[config.mk]
export PLATFORM = sky130hd
export DESIGN_NAME = psum_readout
export DESIGN_NICKNAME = d
export VERILOG_FILES = /design/src/rtl/psum_pkg.sv /design/src/rtl/readout_fifo2.sv /design/src/rtl/psum_readout.sv
export SDC_FILE = /design/constraint.sdc
export NUM_CORES = 1
export LEC_CHECK = 0
export ABC_AREA = 1
export CORE_MARGIN = 10
export CORE_UTILIZATION = 40
export DETAILED_ROUTE_END_ITERATION = 10
export GPL_ROUTABILITY_DRIVEN = 0
export GPL_TIMING_DRIVEN = 0
export MAX_ROUTING_LAYER = met4
export PLACE_DENSITY = 0.75
export SYNTH_ARGS = -nofsm -noshare
export SYNTH_HDL_FRONTEND = slang
export SYNTH_SLANG_ARGS = --single-unit
[constraint.sdc]
create_clock -name clk -period 9.55 [get_ports clk]
set_input_delay 2.3875 -clock clk [delete_from_list [all_inputs] [get_ports clk]]
set_output_delay 2.3875 -clock clk [all_outputs]
set_load 0.01 [all_outputs]
[src/rtl/psum_pkg.sv]
// Shared sizing and FSM state encoding for the PSUM readout path.
// Pure declarations; no logic, so no latency or backpressure of its own.
// Sizes match the SFP write-back datapath.
package psum_pkg;

    localparam int PSUM_BW = 16;
    localparam int COL     = 8;
    localparam int ADDR_BW = 11;
    localparam int ROW_BW  = COL * PSUM_BW;

    typedef enum logic [1:0] {
        IDLE,
        READ,
        DRAIN,
        DONE
    } state_t;

endpackage

[src/rtl/readout_fifo2.sv]
// Two-entry row buffer that absorbs the SRAM read latency under output stalls.
// Latency: a pushed row appears at head the cycle after the push edge.
// Backpressure: a push while full is dropped unless a pop happens in the same cycle.
module readout_fifo2
    import psum_pkg::*;
#(
    parameter int width = ROW_BW
) (
    input  logic             clk,
    input  logic             reset,
    input  logic             push,
    input  logic [width-1:0] push_data,
    input  logic             pop,
    output logic             full,
    output logic             empty,
    output logic [1:0]       occ,
    output logic [width-1:0] head
);

    logic [width-1:0] mem [2];
    logic             wr_ptr;
    logic             rd_ptr;
    logic             do_push;
    logic             do_pop;

    assign full    = (occ == 2'd2);
    assign empty   = (occ == 2'd0);
    assign do_pop  = pop & ~empty;
    // A pop frees the slot the push lands in, so push-at-full is safe when popping.
    assign do_push = push & (~full | do_pop);
    assign head    = mem[rd_ptr];

    always_ff @(posedge clk or posedge reset) begin
        if (reset) begin
            mem[0] <= '0;
            mem[1] <= '0;
            wr_ptr <= 1'b0;
            rd_ptr <= 1'b0;
            occ    <= 2'd0;
        end else begin
            if (do_push) begin
                mem[wr_ptr] <= push_data;
                wr_ptr      <= ~wr_ptr;
            end
            if (do_pop) begin
                rd_ptr <= ~rd_ptr;
            end
            occ <= occ + {1'b0, do_push} - {1'b0, do_pop};
        end
    end

endmodule

[src/rtl/psum_readout.sv]
// Streams num_rows consecutive PSUM SRAM rows from base_addr to the output port.
// Latency: start at edge 0 -> first read in cycle 1 -> out_valid from cycle 3; 1 row/cycle.
// Backpressure: reads are issued only while buffer + in-flight rows leave room after this cycle's pop.
module psum_readout
    import psum_pkg::*;
#(
    parameter int psum_bw = PSUM_BW,
    parameter int col     = COL,
    parameter int addr_bw = ADDR_BW
) (
    input  logic                     clk,
    input  logic                     reset,
    input  logic                     start,
    input  logic [addr_bw-1:0]       base_addr,
    input  logic [addr_bw-1:0]       num_rows,
    output logic                     busy,
    output logic                     done,
    output logic                     sram_cen,
    output logic                     sram_wen,
    output logic [addr_bw-1:0]       sram_addr,
    input  logic [col*psum_bw-1:0]   sram_q,
    output logic [col*psum_bw-1:0]   out_data,
    output logic                     out_valid,
    input  logic                     out_ready
);

    state_t             state;
    state_t             state_nxt;
    logic [addr_bw-1:0] rd_left;
    logic               inflight;
    logic               issue;
    logic               pop;
    logic               credit_ok;
    logic [1:0]         occ;
    logic               full;
    logic               empty;

    assign pop       = out_valid & out_ready;
    assign credit_ok = ({1'b0, occ} + {2'b00, inflight}) < (3'd2 + {2'b00, pop});
    assign issue     = (state == READ) && (rd_left != '0) && credit_ok;

    assign sram_cen  = ~issue;
    assign sram_wen  = 1'b1;
    assign busy      = (state != IDLE);
    assign done      = (state == DONE);
    assign out_valid = ~empty;

    always_comb begin
        state_nxt = state;
        case (state)
            IDLE: begin
                if (start) begin
                    state_nxt = (num_rows == '0) ? DONE : READ;
                end
            end
            READ: begin
                if (rd_left == '0) begin
                    state_nxt = DRAIN;
                end
            end
            DRAIN: begin
                // Finish as the last buffered row leaves, so done lands the next cycle.
                if (!inflight && (empty || (occ == 2'd1 && pop))) begin
                    state_nxt = DONE;
                end
            end
            DONE: begin
                state_nxt = IDLE;
            end
            default: begin
                state_nxt = IDLE;
            end
        endcase
    end

    always_ff @(posedge clk or posedge reset) begin
        if (reset) begin
            state     <= IDLE;
            rd_left   <= '0;
            sram_addr <= '0;
            inflight  <= 1'b0;
        end else begin
            state    <= state_nxt;
            inflight <= issue;
            if (state == IDLE && start && num_rows != '0) begin
                sram_addr <= base_addr;
                rd_left   <= num_rows;
            end else if (issue) begin
                sram_addr <= sram_addr + addr_bw'(1);
                rd_left   <= rd_left - addr_bw'(1);
            end
        end
    end

    readout_fifo2 #(
        .width (col * psum_bw)
    ) u_fifo (
        .clk       (clk),
        .reset     (reset),
        .push      (inflight),
        .push_data (sram_q),
        .pop       (pop),
        .full      (full),
        .empty     (empty),
        .occ       (occ),
        .head      (out_data)
    );

    // Credit logic guarantees a returning read always finds a free slot.
    no_overflow: assert property (@(posedge clk) disable iff (reset) !(full && inflight && !pop));

endmodule

### Word level (Yosys, flattened, before mapping)

Cells that the tools add are included.

* register bits: 285
* bits of input ports: 154

* add/sub/neg operators: 6
* $lt $le $gt $ge: 4
* equal/unequal tests: 8
* mux-type cells: 15
* bitwise logic cells: 11
* reductions and logical operators: 18

Operator list (count)
* $mux W128: 4
* $bwmux W256: 1
* $demux W128 S1: 1
* $mux W11: 4
* $logic_not A11 Y1: 2
* $reduce_bool A11 Y1: 2
* $add A11 B1 Y11 const B: 1
* $sub A11 B1 Y11 const B: 1
* $mux W2: 4
* $pmux W2 S4: 1
* $logic_and A1 B1 Y1: 7
* $eq A2 B2 Y1 const B: 3
* $not A1 Y1: 5
* $eq A2 B1 Y1 const B: 2
* $ge A2 B2 Y1 const B: 2
* $logic_not A2 Y1: 2
* $ne A2 B2 Y1 const B: 2
* $not A1 Y2: 2
* $reduce_bool A2 Y1: 2
* $add A2 B1 Y3: 1
* $add A2 B1 Y3 const A: 1
* $and A1 B1 Y1: 3
* $lt A3 B3 Y1: 1
* $reduce_and A3 Y1: 1
* 7 further kinds: 7

### Depth between registers and ports, before layout

Gate-level depths: netlist of the first run.

* word-level depth: 8
* mapped depth: 11
* depth with buffers taken out: 10

### By module

From an unflattened synthesis of the first run, not the netlist that was laid out.

* cell total of the unflattened synthesis: 1882
* area, all modules: 14371.3 µm²

By module, submodules not included
* readout_fifo2: instances 1, cells an instance 1580, area an instance 12323.1 µm²
* psum_readout: instances 1, cells an instance 302, area an instance 2048.2 µm²

### Worst setup path after synthesis of the first run

OpenSTA, ideal clock, no wires.

* path kind: input to output
* start point: input port out_ready
* end point: output port sram_cen
* data arrival time: 2919 ps
* path slack: 4244 ps
* stages on the path: 4
* path through: nand3b_1 -> nand2_1 -> nand4_1 -> buf_2

* cells in the longest elaborated chain, start to end: 5

Ends and longest elaborated chain
* from (decl): RTL line psum_readout.sv:24 `input logic out_ready`
* $and A1 B1 Y1: RTL line psum_readout.sv:38 `assign pop = out_valid & out_ready;`
* $add A2 B1 Y3: RTL line psum_readout.sv:39 `assign credit_ok = ({1'b0, occ} + {2'b00, inflight}) < (3'd2 + {2'b00, pop});`
* $lt A3 B3 Y1: RTL line psum_readout.sv:39
* $logic_and A1 B1 Y1: RTL line psum_readout.sv:40 `assign issue = (state == READ) && (rd_left != '0) && credit_ok;`
* $not A1 Y1: RTL line psum_readout.sv:42 `assign sram_cen = ~issue;`
* to (decl): RTL line psum_readout.sv:18 `output logic sram_cen,`

Every way passes these cells.

### Worst setup path after layout of the first run

Same ends and word-level chain as after synthesis.

==> qor.yml, run 1 <==
logic_synthesis:
  synth.distinct_cells: 27
  synthCells: 1694
  ys_ff_latch: 285
  ys_warn_count: 0
  yosysSeqAreaShare: 0.5225
  netlist_area_mm2: 0.01365
  synth_fp_nets: 1859
  synth_area_per_cell_um2: 8.058
floorplanning:
  io_pins: 298
  num_rows: 67
  die_height_um: 204.7
  die_area_mm2: 0.04192
  die_width_um: 204.7
  start_util: 0.4061
  fp.coreArea_mm2: 0.03362
clocking:
  htreeDepth: 1
  cts_setup_buffers: 0
  cts_tree: "yes"
  cts_max_path_buffers: 3
  cts-root-buf: "clkbuf_16"
  cts_sinks: 285
  holdBufCountCts: 0
  clkSlewWorstSetupHoldPaths_ns: 0.06
  insertion_delay_ns: 0.56
  cts_buffers: 31
  cts_resized: 0
status:
  status: "completed"
pwr:
  p_per_area_mw_per_mm2: 341.8
  ir_drop_uv: 146.9
  p_leak_nw: 9.345
sta:
  slew_headroom: 0.3655
  fin_crit_sh: 0.6897
  setup_tns_ns: 0
  worst_pin_slew_ns: 0.9517
  setup_viol: 0
  hold_violations: 0
  fmax_ghz: 0.1518
  worst_slack_ns: 2.963
  layout_min_cycle_time_ns: 6.587
  rsz0062_at_grt: "no"
  skew_ns: 0.006275
  drv_slew: 0
worst_setup_path:
  path_max_fanout: 10
  r2r-start: "state[0]$_DFFE_PP0P_"
  cp.arrival_ns: 4.20
  ff2ff_path_depth: 9
  crit_required_ns: 7.16
  endpoint_kind: "output pin"
  path_class: "input pin to output pin"
  r2r_slack_ns: 7.25
  cp-start-kind: "input pin"
  r2r_end: "sram_addr[8]$_DFFE_PP0P_"
run:
  max_cap_viol_count: 0
finish:
  layout_commonest_cell: "nand2_1"
  final_cell_mix: "764 x nand2_1, 296 x clkdlybuf4s50_1, 285 x dfrtp_1, 162 x inv_1, 149 x o21ai_0"
  seq_area_mm2: 0.007132
  n_fill_cell: 3078
  drive_gt1_frac: 0.1052
  final_nets: 2195
  multi_input_area_mm2: 0.005303
  synthToLayoutAreaGrowth_pct: 34.59
drt:
  via_per_inst: 4.893
  avgRoutedWirePerCell_um: 17.37
  first_pass_iters: 5
  dr.first_iter.drc_count: 907
  drc: 0
  wl_um: 43510
  vias: 12260
  postRouteAntennaNets: 0
min_path:
  holdPathStages: 2
  hp-start: "u_fifo.mem[227]$_DFFE_PP0P_"
  min_path_type: "flip-flop to flip-flop"
  holdPathEnd: "u_fifo.mem[227]$_DFFE_PP0P_"
global_routing:
  grt_max_degree: 46
  antenna_found_initial: 3
  grt_overflow: 0
  grt_pass1_vias: 12530
  grt.total_usage: 0.2094
  grt_pass1_wl_um: 68430
placed_design:
  pre_cts_ws_ns: 2.961
  hpwl_um: 31930
  port_buffers: 296
how the worst max path moves through the flow:
stage | from | slack (ns) | endpoint | cells after the start
floorplan | reset | 3.39 | inflight$_DFF_PP0_ | 1
global placement | reset | 1.43 | u_fifo.mem[226]$_DFFE_PP0P_ | 2
detailed placement | out_ready | 2.96 | sram_cen | 6
CTS | out_ready | 2.96 | sram_cen | 6
global route | out_ready | 2.88 | sram_cen | 6
finish | out_ready | 2.96 | sram_cen | 6
synthesized netlist by cell type:
library cell  count  area [µm²]
nand2_1         764        2868
dfrtp_1         285        7132
inv_1           163       611.8
o21ai_0         149       745.7
o21ai_2         110       963.4
nand3_1          59       295.3
clkbuf_1         44       165.2
buf_6            27       304.0
nor2_1           22       82.58
buf_2            20       100.1
ha_1             11       137.6
o21ai_1          10       50.05
buf_1             5       18.77
xnor2_1           5       43.79
nand4_1           4       25.02
xor2_1            4       35.03
nand2_2           2       12.51
a21boi_0          1       7.510
buf_4             1       7.510
clkbuf_2          1       5.000
clkinv_1          1       3.750
conb_1            1       3.750
nand3b_1          1       7.510
nor3_1            1       5.000
o21bai_1          1       7.510
or2_1             1       6.260
or2_2             1       6.260
through the flow:
stage | utilization | std cells | cell area [µm²] | hold WS [ns] | power, mW
final | 0.5465 | 2505 | 18370 | 0.4819 | 6.280
after global routing | 0.5465 | 2504 | 18370 | 0.4945 | 6.763
after CTS | 0.5462 | 2501 | 18360 | 0.4828 | 6.344
after detailed placement | 0.5152 | 2445 | 17320 | 0.4680 | 5.091
after global placement | 0.5110 | 2438 | 17180 | 0.4635 | 5.003
after floorplan | - | 1694 | 13650 | 0.4529 | 3.650
state kept, by name, indices dropped and copies added, names as in the netlist:
signal / count
state: 2
u_fifo.wr_ptr: 1
rd_left: 11
inflight: 1
sram_addr: 11
u_fifo.rd_ptr: 1
u_fifo.mem: 256
u_fifo.occ: 2
critical path: stages:
cell and delay [ns]:
clkdlybuf4s50_1 0.51, nand3b_1 0.09, nand2_1 0.06, nand4_1 0.31
buf_2 0.32, clkdlybuf4s50_1 0.51
area by class of cell:
class	instances	share of cell area
Clock inverter	6	0.005857
Timing Repair Buffer	303	0.1689
Antenna cell	4	0.0005448
Clock buffer	50	0.05101
Inverter	164	0.03371
Buffer	98	0.03269
Sequential cell	285	0.3882
Multi-Input combinational cell	1147	0.2886
Tap cell	448	0.03051
per-layer routing:
metal,GRT usage,share of wire
met1,0.2713,0.43
met3,0.04296,0.079
met5,-,0
met2,0.3325,0.47
met4,0.04602,0.017
kinds of logic (layout without fill, tap and decap cells):
| logic type | count (synthesis) | in the layout | share of synthesized area |
|---|---|---|---|
| and+or+nand+nor | 855 | 855 | 0.2423 |
| DFF | 285 | 285 | 0.5225 |
| AOI/OAI and AO/OA | 271 | 271 | 0.1300 |
| buffers and inverters | 262 | 621 | 0.08909 |
| adders and majority gates | 11 | 11 | 0.01008 |
| xor gates and xnor gates | 9 | 9 | 0.005774 |
| other | 1 | 5 | 0.0002747 |
where the power goes:
group / switching, mW / internal (mW) / total [mW]
combinational: 1.66 / 1.33 / 3.00
sequential: 0.312 / 1.75 / 2.06
clock: 0.482 / 0.745 / 1.23
Note: power is estimated with default switching activity, not from simulation.
==> run 2: changes to the inputs <==
--- a/config.mk
+++ b/config.mk
@@ -12,7 +12,7 @@
 export GPL_ROUTABILITY_DRIVEN = 0
 export GPL_TIMING_DRIVEN = 0
 export MAX_ROUTING_LAYER = met4
-export PLACE_DENSITY = 0.75
+export PLACE_DENSITY = 0.73
 export SYNTH_ARGS = -nofsm -noshare
 export SYNTH_HDL_FRONTEND = slang
 export SYNTH_SLANG_ARGS = --single-unit
==> constraint.sdc (replaced) <==
create_clock -name clk -period 6.88 [get_ports clk]
set_input_delay 1.72 -clock clk [delete_from_list [all_inputs] [get_ports clk]]
set_output_delay 1.72 -clock clk [all_outputs]
set_load 0.01 [all_outputs]
==> run 2 against run 1 <==
Net effect: first-iteration DRC count down 8.2%; via count fell by 0.90%; sequential cell count stayed put; non-clock buffer count grew 1; final area down 0.18%.
==> qor.yml, run 2 (synthesized netlist as in run 1, its figures left out) <==
status:
  status: "completed"
clocking:
  cts_sinks: 285  # unchanged
  cts_buffers: 31  # unchanged
  holdBufCountCts: 0  # unchanged
  htreeDepth: 1  # unchanged
  clkSlewWorstSetupHoldPaths_ns: 0.06  # about the same
  cts_setup_buffers: 0  # unchanged
  cts_resized: 0  # unchanged
  cts_tree: "yes"
  cts_max_path_buffers: 3  # unchanged
  cts-root-buf: "clkbuf_16"
  insertion_delay_ns: 0.55  # about the same
global_routing:
  grt_overflow: 0  # unchanged
  grt.total_usage: 0.2076  # -0.001881
  grt_pass1_wl_um: 67930  # -0.74%
  antenna_found_initial: 1  # -2
  grt_pass1_vias: 12370  # -1.3%
  grt_max_degree: 44  # -4.3%
drt:
  avgRoutedWirePerCell_um: 17.17  # -1.1%
  via_per_inst: 4.853  # -0.82%
  postRouteAntennaNets: 0  # unchanged
  dr.first_iter.drc_count: 833  # -8.2%
  drc: 0  # unchanged
  wl_um: 42980  # -1.2%
  vias: 12150  # -0.90%
  first_pass_iters: 5  # unchanged
sta:
  hold_violations: 0  # unchanged
  skew_ns: 0.007004  # +0.0007288 ns
  fin_crit_sh: 0.7754
  rsz0062_at_grt: "no"
  drv_slew: 0  # unchanged
  layout_min_cycle_time_ns: 5.335
  slew_headroom: 0.3711  # +0.005580
  hold_slack_ns: 0.4789  # -0.003024 ns
  worst_pin_slew_ns: 0.9433  # -0.008370 ns
  setup_viol: 0  # unchanged
  setup_tns_ns: 0  # unchanged
  fmax_ghz: 0.1874
finish:
  stdcell_area_mm2: 0.01834  # -0.18%
  drive_gt1_frac: 0.1052  # about the same
  seq_area_mm2: 0.007132  # unchanged
  layout_commonest_cell: "nand2_1"
  largest_reg_flops: 256  # unchanged
  regMostFlops: "u_fifo.mem"
  final_nets: 2196  # +0.046%
  n_fill_cell: 3101  # +0.75%
  multi_input_area_mm2: 0.005303  # unchanged
  synthToLayoutAreaGrowth_pct: 34.35
  post-route-util: 0.5456  # -0.0009680
  final_cell_mix: "764 x nand2_1, 296 x clkdlybuf4s50_1, 285 x dfrtp_1, 162 x inv_1, 149 x o21ai_0"
  largestRegisters: "u_fifo.mem x256, rd_left x11, sram_addr x11"
pwr:
  p_per_area_mw_per_mm2: 470.2  # +38%
  p_leak_nw: 9.335  # -0.11%
  total_power_mw: 8.624  # +37%
  ir_drop_uv: 262.8  # +79%
min_path:
  min_path_type: "flip-flop to flip-flop"
  hp-start: "u_fifo.mem[255]$_DFFE_PP0P_"
  holdPathEnd: "u_fifo.mem[255]$_DFFE_PP0P_"
  holdPathStages: 2  # unchanged
worst_setup_path:
  cp-start-kind: "input pin"
  endpoint_kind: "output pin"
  r2r_slack_ns: 4.58  # -2.67 ns
  path_class: "input pin to output pin"
  r2r_end: "u_fifo.mem[114]$_DFFE_PP0P_"
  cp.arrival_ns: 3.62  # -0.58 ns
  ff2ff_path_depth: 10  # +1
  crit_required_ns: 5.16  # -2.00 ns
  r2r-start: "u_fifo.occ[0]$_DFF_PP0_"
  path_max_fanout: 10  # unchanged
placed_design:
  port_buffers: 296  # unchanged
  postPlaceCellArea_mm2: 0.01735  # +0.16%
  hpwl_um: 31990  # +0.17%
floorplanning:
  die_area_mm2: 0.04192  # unchanged
  die_width_um: 204.7  # unchanged
  num_rows: 67  # unchanged
  die_height_um: 204.7  # unchanged
  start_util: 0.4061  # unchanged
  io_pins: 298  # unchanged
  fp.coreArea_mm2: 0.03362  # unchanged
run:
  max_cap_viol_count: 0  # unchanged
==> run 2: changes by cell type in the layout (fill, tap and decap cells not counted), sizes merged <==
| cell | previous run | this run |
|---|---|---|
| buf | 60 | 61 |
| bufinv | 3 | 2 |
| clkbuf | 95 | 93 |
| diode | 4 | 1 |
| clkinv | 3 | 6 |
==> run 2: routing by layer <==
layer,track usage,wire length [µm],part of all wire,vias to the layer above
li1,-,-,-,5917
met1,0.2659,18700,0.44,5786
met2,0.3387,20440,0.48,385
met3,0.03791,3111,0.072,58
met4,0.04073,727,0.017,0
met5,-,0,0,-
==> run 2: critical path: stages <==
cell	delay (ns)
clkdlybuf4s50_1	0.58
nand3b_1	0.10
nand2_1	0.06
nand4_1	0.30
buf_2	0.32
clkdlybuf4s50_1	0.52
==> run 2: layout make-up <==
cell class	count	share of cell area
antenna	1	0.0001364
multi-input combinational	1147	0.2891
tap	448	0.03056
buffer	98	0.03275
inverter	164	0.03377
sequential	285	0.3889
timing repair buffer	304	0.1707
clock inverter	8	0.005048
clock buffer	48	0.04905
==> run 2: per-stage QoR <==
step,std cells,setup WS [ns]
after detailed placement,2446,1.560
after global routing,2503,1.432
after floorplan,1694,1.383
after CTS,2502,1.555
after global placement,2438,-0.6125
final,2503,1.545
==> run 2: power breakdown <==
group          internal (mW)  total [mW]  switching (mW)
logic                   1.85        4.14            2.30
registers               2.42        2.85           0.430
clock network          0.965        1.63           0.661
total                   5.24        8.62            3.39
==> run 2: worst max path at each step <==
stage | endpoint | startpoint | cells past startpoint
detailed placement | sram_cen | out_ready | 6
global route | sram_cen | out_ready | 6
global placement | u_fifo.mem[221]$_DFFE_PP0P_ | reset | 2
CTS | sram_cen | out_ready | 6
finish | sram_cen | out_ready | 6
floorplan | inflight$_DFF_PP0_ | reset | 1
